### src/rtl/dmem_arbiter.sv
// Purpose: arbitrates the single-port data memory between the pipeline (p0) and the loader (p1), with a starvation bound for p1.
// Latency: grant and memory drive are combinational; read data returns one cycle after the winning read.
// Backpressure: a losing p0 sees p0_stall; p1 holds its request until p1_gnt. Optional p1 lock: DMEM_ARB_LOCK_EN.
module dmem_arbiter #(
  parameter int ADDR_W     = 16,
  parameter int DATA_W     = 16,
  parameter int STARVE_MAX = 4
) (
  input  logic              clk,
  input  logic              reset,
  input  logic              p0_req,
  input  logic              p0_we,
  input  logic [ADDR_W-1:0] p0_addr,
  input  logic [DATA_W-1:0] p0_wdata,
  output logic              p0_stall,
  output logic              p0_rvalid,
  output logic [DATA_W-1:0] p0_rdata,
  input  logic              p1_req,
  input  logic              p1_we,
  input  logic [ADDR_W-1:0] p1_addr,
  input  logic [DATA_W-1:0] p1_wdata,
  output logic              p1_gnt,
  output logic              p1_rvalid,
  output logic [DATA_W-1:0] p1_rdata,
  output logic              mem_en,
  output logic              mem_we,
  output logic [ADDR_W-1:0] mem_addr,
  output logic [DATA_W-1:0] mem_wdata,
  input  logic [DATA_W-1:0] mem_rdata
`ifdef DMEM_ARB_LOCK_EN
  ,
  input  logic              p1_lock
`endif
);

  localparam logic [3:0] STARVE_LIM = 4'(STARVE_MAX);

  logic [3:0] starve_cnt;
  logic       locked;
  logic       p0_wins_raw;
  logic       p1_wins_raw;
  logic       p0_wins;
  logic       p1_wins;
  logic       rd_vld;
  logic       rd_port;

`ifdef DMEM_ARB_LOCK_EN
  typedef enum logic {
    UNLOCKED = 1'b0,
    LOCKED   = 1'b1
  } lock_state_t;

  lock_state_t state;
  lock_state_t state_nxt;

  always_ff @(posedge clk or negedge reset) begin
    if (!reset) begin
      state <= UNLOCKED;
    end else begin
      state <= state_nxt;
    end
  end

  always_comb begin
    state_nxt = state;
    case (state)
      UNLOCKED: if (p1_wins && p1_lock) state_nxt = LOCKED;
      LOCKED:   if (!p1_lock) state_nxt = UNLOCKED;
      default:  state_nxt = UNLOCKED;
    endcase
  end

  assign locked = (state == LOCKED);
`else
  assign locked = 1'b0;
`endif

  // A held lock also shuts p0 out when p1 is idle, so p0 stalls for the whole lock.
  always_comb begin
    p1_wins_raw = p1_req & (~p0_req | locked | (starve_cnt >= STARVE_LIM));
    p0_wins_raw = p0_req & ~p1_wins_raw & ~locked;
  end

  assign p0_wins = reset & p0_wins_raw;
  assign p1_wins = reset & p1_wins_raw;

  // Address/data keep following the winner during reset; only the strobes are gated.
  always_comb begin
    mem_en    = p0_wins | p1_wins;
    mem_we    = (p0_wins & p0_we) | (p1_wins & p1_we);
    mem_addr  = '0;
    mem_wdata = '0;
    if (p1_wins_raw) begin
      mem_addr  = p1_addr;
      mem_wdata = p1_wdata;
    end else if (p0_wins_raw) begin
      mem_addr  = p0_addr;
      mem_wdata = p0_wdata;
    end
  end

  assign p0_stall = p0_req & ~p0_wins;
  assign p1_gnt   = p1_wins;

  always_ff @(posedge clk or negedge reset) begin
    if (!reset) begin
      starve_cnt <= 4'd0;
    end else if (p1_req && !p1_wins) begin
      if (starve_cnt != 4'hF) starve_cnt <= starve_cnt + 4'd1;
    end else begin
      starve_cnt <= 4'd0;
    end
  end

  always_ff @(posedge clk or negedge reset) begin
    if (!reset) begin
      rd_vld  <= 1'b0;
      rd_port <= 1'b0;
    end else begin
      rd_vld  <= mem_en & ~mem_we;
      rd_port <= p1_wins;
    end
  end

  assign p0_rvalid = rd_vld & ~rd_port;
  assign p1_rvalid = rd_vld & rd_port;
  assign p0_rdata  = p0_rvalid ? mem_rdata : '0;
  assign p1_rdata  = p1_rvalid ? mem_rdata : '0;

endmodule

### config.mk
export PLATFORM = sky130hd
export DESIGN_NAME = dmem_arbiter
export DESIGN_NICKNAME = d
export VERILOG_FILES = /design/src/rtl/dmem_arbiter.sv
export SDC_FILE = /design/constraint.sdc
export NUM_CORES = 1
export LEC_CHECK = 0
export CAP_MARGIN = 0
export CELL_PAD_IN_SITES_DETAIL_PLACEMENT = 0
export CELL_PAD_IN_SITES_GLOBAL_PLACEMENT = 1
export CORE_ASPECT_RATIO = 0.8
export CORE_MARGIN = 5
export CORE_UTILIZATION = 14
export DETAILED_ROUTE_END_ITERATION = 7
export PLACE_DENSITY = 0.84
export SETUP_SLACK_MARGIN = 0.4
export SYNTH_ARGS = -nofsm -noshare
export SYNTH_HDL_FRONTEND = slang
export SYNTH_SLANG_ARGS = --single-unit
export TNS_END_PERCENT = 100
### constraint.sdc
create_clock -name clk -period 5.25 [get_ports clk]
set_clock_uncertainty 0.05 [all_clocks]
set_input_delay 1.3125 -clock clk [delete_from_list [all_inputs] [get_ports clk]]
set_output_delay 1.3125 -clock clk [all_outputs]
set_load 0.02 [all_outputs]
==> metrics.md, run 1 <==
| Metric | Value |
|---|---|
| Avg Inst Size Synth | between 5 and 6 sq um |
| Ant. Diodes | 0 |
| Crit path arrival time | 3.31 ns |
| Critical Path Max Stage Delay | approximately 0.64 ns |
| Die area | around 0.0096 sq mm |
| Clock Sinks | 6 |
| Vias per cell | about 4.3 |
| # nets final | roughly 420 |
| DR pass1 iterations | 4 |
| Clk Latency, worst-skew pair | roughly 0.22 ns |
| Commonest non-fill, non-tap cell in the layout | clkdlybuf4s50_1 |
| Share of the synthesized area in the top cell type | 15.6% |
| PD cells | between 100 and 150 mW/mm^2 |
| Multi-input gate area | 852 sq um |
| Final cell count without fillers | between 400 and 500 |
| CP top delay family | buffers and inverters |
| Iteration-0 DRC Markers | 63 |
| DIE WIDTH | between 100 and 150 microns |
| Total gr overflow | 0 |
| Crit Path Category | input port to output port |
| Antenna violations before repair | 0 |
| Post-route setup slack | slightly below 0.6 ns |
| Max Transition Viols Final | 0 |
| Wire per inst | between 10 and 15 microns |
| Worst Tran Pin Value | just over 0.8 ns |
| Number of global-route vias before repair | between 1500 and 2000 |
| Syn_nets | about 270 |
| Synth area leaders | nand3_1 16%, dfrtp_1 14%, o21ai_0 14% |
| CP most frequent cell | clkdlybuf4s50_1 |
| CTS root buffer | clkbuf_8 |
| Synth Instances | 182 |
| Largest net degree at the start of global routing | 37 |
| Worst path buffer plus inverter count | 2 |
| First-pass GRT wire length | 9.11 mm |
| Kind of start point of the critical path | input port |
| Unrepaired setup endpoints after global routing | no |
| Worst Path Required | ~3.9 ns |
| Buffers added on ports | ~160 |
| Crit. End Element | output port |
| Fin crit share | 88.9% |
| Slowest library cell on the worst path | clkdlybuf4s50_1 |
| VDD IR max | ~0.060 mV |
| Clk pin slew, worst setup/hold paths | around 0.04 ns |
| Routability cong. | ~0.81 |
| Slew headroom | 46.2% |
| Area growth from synthesis to layout | 155% |
| Placed cell area | between 0.002 and 0.003 sq mm |
| Post-Route Setup TNS | 0 ns |
| Via Count | 1847 |
| Worst slack, placed | roughly 0.5 ns |
| Crit path time final | 4.67 ns |
| Postcts setup bufs | 0 |
| Fin util | 37.0% |
| I/O Pins | 156 |
| Fin area | about 0.0028 sq mm |
| Die H | around 89 microns |
| Distinct cells, synth | 27 |
| Fmax achieved | 214 MHz |
| Core ar. | 0.00750 sq mm |
| Cell Chain, Critical Path | clkdlybuf4s50_1 -> or3b_1 -> and2_4 -> o21ai_0 -> clkdlybuf4s50_1 |
| CTS Buf Count | 3 |
| CTS Buffer Depth | 2 |
| Starting Density | 14.5% |
| YS warnings | 0 |
| Area leader, netlist | nand3_1 |
| FP Rows | 28 |
| Post-synthesis cell area | 0.00109 sq mm |
| Proportion of layout cells with a drive suffix above 1 | roughly 4.0% |
| Placed cell count | between 400 and 500 |
| Total GRT Usage | between 10% and 20% |
| Sequential cell area | roughly 150 sq um |
| Register area share after synthesis | roughly 14% |
| Drc violations | 0 |
| Post-DP HPWL | roughly 4.9 mm |
| Fill cells | around 800 |
| Outcome | completed |
| H-tree Lvls | 1 |
| Max_cap viols | 0 |
| Final wirelength | 5.94 mm |
| Flops & latches, synth | 6 |
| Final setup viols | 0 |
| Most frequent cells in the layout | 154 x clkdlybuf4s50_1, 34 x nand2_1, 34 x nand3_1 |
| CTS tree | built |
| Leak | between 1 and 1.5 nW |
| Final hold vios | 0 |
| Detail Route Antenna Nets | 0 |
| CP max FO | 32 |
| Type of the tightest min-delay check | flop to flop |
stage by stage:
step	hold WS, ns	total power, W
2_1_floorplan	0.455	0.000138
3_3_place_gp	0.509	0.000269
3_5_place_dp	0.508	0.000271
4_1_cts	0.502	0.000345
5_1_grt	0.546	0.000361
6_report	0.507	0.000339
final timing paths:
check / startpoint / to / slack [ns] / cells past startpoint
max: p0_req / mem_addr[8] / 0.58 / 5
min: starve_cnt[3] / starve_cnt[3] / 0.51 / 1
max reg2reg: starve_cnt[3] / starve_cnt[2] / 3.64 / 4
min reg2reg: starve_cnt[3] / starve_cnt[3] / 0.51 / 1
max in group asynchronous: reset / rd_vld / 3.44 / 1
min in group asynchronous: reset / starve_cnt[0] / 1.37 / 1
power breakdown:
group,internal (W),switching (W)
clock,0.0000494,0.0000213
combinational,0.000122,0.0000929
sequential,0.0000487,0.00000469
sequential cells by signal (all words and copies together), names as in the netlist:
register / cells
starve_cnt: 4
rd_port: 1
rd_vld: 1
per-layer routing:
layer / up-vias / global-route usage (%) / routed length, microns
li1: 925 / - / -
met1: 824 / 14.0 / 2470
met2: 87 / 20.0 / 2800
met3: 11 / 2.84 / 562
met4: 0 / 3.44 / 106
met5: - / 0 / 0
cell families (layout without fill, tap and decap cells):
group / Yosys count / count (layout) / synth area share (%)
AOI/OAI and AO/OA: 40 / 40 / 21.1
xor gates and xnor gates: 1 / 1 / 0.805
adders and majority gates: 1 / 1 / 1.15
buffers and inverters: 18 / 164 / 7.93
DFF: 6 / 6 / 13.8
muxes: 1 / 1 / 0.920
and+or+nand+nor: 115 / 115 / 54.3
Yosys cell counts (all sizes together):
cell and instances:
nand2 34, nand3 34, o21ai 33, and3 19, and2 18, clkbuf 11
buf 7, dfrtp 6, nor2 5, a21boi 2, nand3b 2, o21a 2
a211oi 1, a21bo 1, a31oi 1, ha 1, mux2i 1, nor2b 1
nor3 1, or3b 1, xnor2 1
layout make-up:
class | instances | area share (%)
clock buffer | 3 | 1.49
timing repair buffer | 161 | 57.6
sequential | 6 | 5.41
multi-input combinational | 158 | 30.7
tap | 105 | 4.74
what timing repair did:
| item | 4_1_cts | 5_1_grt |
|---|---|---|
| endpoints found under the hold margin | 0 | 0 |
| setup endpoints to repair | 0 | 1 |
| hold buffers | 0 | 0 |
| gates resized for setup | 0 | 1 |
Power figures use the tool's default switching activity.
==> inputs of run 2 (changes only) <==
Settings changed: CORE_UTILIZATION 14 to 13, PLACE_DENSITY 0.84 to 0.79, TNS_END_PERCENT 100 to 1.
Clock period 5.25 ns to 5.3 ns, I/O delays scaled along.
==> run 2 against run 1 <==
Effect of this change: worst hold slack improved by 0.022 ns; sequential share of layout area barely moved; sequential power barely moved; wire length rose by 0.74%; die area rose by 6.9%; utilization fell by 2.7 points; non-clock buffer count fell by 2; sequential cell count did not move; critical path depth rose by 1; clock power fell by 4.2%; count of clock-buffer cells in the layout did not move; critical path type unchanged; highest routed layer unchanged.
==> metrics.md, run 2 (same netlist as run 1, synthesis figures left out) <==
| Metric | Value |
|---|---|
| Outcome | completed |
| Critical Path Max Stage Delay | 0.53 ns (-0.11 ns) |
| Net Sw Frac | 35.0% (-0.082 points) |
| Commonest non-fill, non-tap cell in the layout | clkdlybuf4s50_1 |
| Final wirelength | 5.98 mm (+0.74%) |
| Area growth from synthesis to layout | 154% |
| Crit path time final | 4.73 ns |
| CTS Buf Count | 3 (unchanged) |
| Type of the tightest min-delay check | flop to flop |
| Iteration-0 DRC Markers | 75 (+19%) |
| # nets final | 415 (-0.48%) |
| Clk pin slew, worst setup/hold paths | 0.04 ns (about the same) |
| Clock Sinks | 6 (unchanged) |
| CTS tree | built |
| Fin area | 0.00276 sq mm (-0.50%) |
| Crit Path Category | input port to output port |
| Placed cell area | 0.00272 sq mm (-0.41%) |
| Total gr overflow | 0 (unchanged) |
| Unrepaired setup endpoints after global routing | no |
| Fill cells | 867 (+8.6%) |
| Most frequent cells in the layout | 155 x clkdlybuf4s50_1, 34 x nand2_1, 34 x nand3_1 |
| Final setup viols | 0 (unchanged) |
| Cells on worst reg2reg path | 4 (unchanged) |
| Max reg flops | 4 (unchanged) |
| H-tree Lvls | 1 (unchanged) |
| Routability cong. | 0.794 (-2.1%) |
| Hold path cells | 1 (unchanged) |
| Total power | 0.000333 W (-1.6%) |
| Worst Path Required | 3.92 ns (+0.03 ns) |
| Core ar. | 0.00806 sq mm (+7.4%) |
| Vias per cell | 4.29 (+0.47%) |
| Worst Tran Pin Value | 0.871 ns (+0.0664 ns) |
| Die area | 0.0103 sq mm (+6.9%) |
| Largest net degree at the start of global routing | 38 (+2.7%) |
| Met2 wire length | 2.77 mm (-1.0%) |
| CTS root buffer | clkbuf_8 |
| First-pass GRT wire length | 9.33 mm (+2.3%) |
| Crit. End Element | output port |
| Ant. Diodes | 0 (unchanged) |
| Fin util | 34.3% (-2.7 points) |
| Clk Latency, worst-skew pair | 0.22 ns (about the same) |
| Fin crit share | 89.2% |
| Slowest library cell on the worst path | clkdlybuf4s50_1 |
| Via Count | 1860 (+0.70%) |
| Buffers added on ports | 155 (unchanged) |
| Worst slack, placed | 0.540 ns (+0.0332 ns) |
| Post-CTS Resized | 0 (unchanged) |
| Post-DP HPWL | 4.78 mm (-2.2%) |
| Post-CTS Hold Fix Bufs | 0 (unchanged) |
| Antenna violations before repair | 0 (unchanged) |
| Slew headroom | 41.8% (-4.4 points) |
| Flop pwr share | 16.0% (+0.3 points) |
| Postcts setup bufs | 0 (unchanged) |
| Cell Chain, Critical Path | clkdlybuf4s50_1 -> or3b_1 -> buf_4 -> and3_1 -> o21a_1 -> clkdlybuf4s50_1 |
| Multi-input gate area | 852 sq um (unchanged) |
| Clk pwr share | 20.3% (-0.6 points) |
| Crit path arrival time | 3.35 ns (+0.04 ns) |
| Max Transition Viols Final | 0 (unchanged) |
| Max_cap viols | 0 (unchanged) |
| Met1 WL | 2.55 mm (+3.3%) |
| I/O Pins | 156 (unchanged) |
| Final hold vios | 0 (unchanged) |
| Sequential cell area | 150 sq um (unchanged) |
| Die H | 91.8 microns (+3.3%) |
| Wire per inst | 13.8 microns (+0.51%) |
| CP most frequent cell | clkdlybuf4s50_1 |
| VDD IR max | 0.0498 mV (-17%) |
| Starting Density | 13.5% (-1.0 points) |
| DIE WIDTH | 112 microns (+3.4%) |
| Fmax achieved | roughly 210 MHz |
| Number of global-route vias before repair | 1864 (+1.5%) |
| FP Rows | 29 (+3.6%) |
| Proportion of layout cells with a drive suffix above 1 | 3.37% (-0.59 points) |
| Met3 WL post-DR | 604 microns (+7.5%) |
| Post-Route Setup TNS | 0 ns (unchanged) |
| Kind of start point of the critical path | input port |
| Pint | 0.000217 W (-1.5%) |
| DR pass1 iterations | 4 (unchanged) |
| Leak | 1.10 nW (-2.0%) |
| Top Registers | starve_cnt (4), rd_port (1), rd_vld (1) |
| Detail Route Antenna Nets | 0 (unchanged) |
| Net Sw Power | 0.000117 W (-1.8%) |
| Top Metal Used | met4 |
| Total GRT Usage | 10.7% (-0.72 points) |
| Reg with most FFs | starve_cnt |
| Gate power share | 63.7% (+0.3 points) |
| Post-route setup slack | 0.571 ns (-0.0101 ns) |
| CP max FO | 37 (+16%) |
| CTS Buffer Depth | 2 (unchanged) |
| PD cells | 121 mW/mm^2 (-1.1%) |
| Drc violations | 0 (unchanged) |
run 2: cell count changes in the layout (fill, tap and decap cells not counted), sizes merged:
cell / delta
buf: -2
clkdlybuf4s50: +1
dlymetal6s2s: -1
run 2: worst paths after layout:
| path | slack, ns | startpoint | end |
|---|---|---|---|
| max | 0.57 | p0_req | mem_we |
| min | 0.53 | starve_cnt[3] | starve_cnt[3] |
| max reg2reg | 3.59 | starve_cnt[3] | starve_cnt[2] |
| min reg2reg | 0.53 | starve_cnt[3] | starve_cnt[3] |
| max in group asynchronous | 3.47 | reset | starve_cnt[1] |
| min in group asynchronous | 1.39 | reset | starve_cnt[0] |
run 2: final cells by class:
| type | instances | area share (%) |
|---|---|---|
| timing repair buffer | 159 | 57.3 |
| multi-input combinational | 158 | 30.9 |
| tap | 108 | 4.90 |
| sequential | 6 | 5.44 |
| clock buffer | 3 | 1.50 |
run 2: critical path: cells and delay by family:
| family | cells | cell delay, ns |
|---|---|---|
| buffers and inverters | 3 | 1.28 |
| AO/OA/AOI/OAI | 1 | 0.15 |
| AND/OR/NAND/NOR | 2 | 0.59 |
run 2: power groups by stage:
stage | Combinational, W | Sequential, W | Clock (W)
after detailed placement | 0.000215 | 0.0000537 | 0
after CTS | 0.000215 | 0.0000532 | 0.0000702
after global routing | 0.000228 | 0.0000539 | 0.0000726
final | 0.000212 | 0.0000534 | 0.0000676
after floorplan | 0.0000855 | 0.0000511 | 0
after global placement | 0.000213 | 0.0000537 | 0
run 2: metal layers:
| metal | up-vias | track usage (%) |
|---|---|---|
| met5 | - | 0 |
| met4 | 0 | 2.80 |
| met3 | 4 | 3.55 |
| met2 | 101 | 18.7 |
| met1 | 835 | 12.7 |
| li1 | 920 | - |
run 2: through the flow:
stage / hold WS (ns) / instances
after floorplan: 0.455 / 182
after global placement: 0.520 / 431
after detailed placement: 0.529 / 431
after CTS: 0.527 / 434
after global routing: 0.542 / 434
final: 0.529 / 434
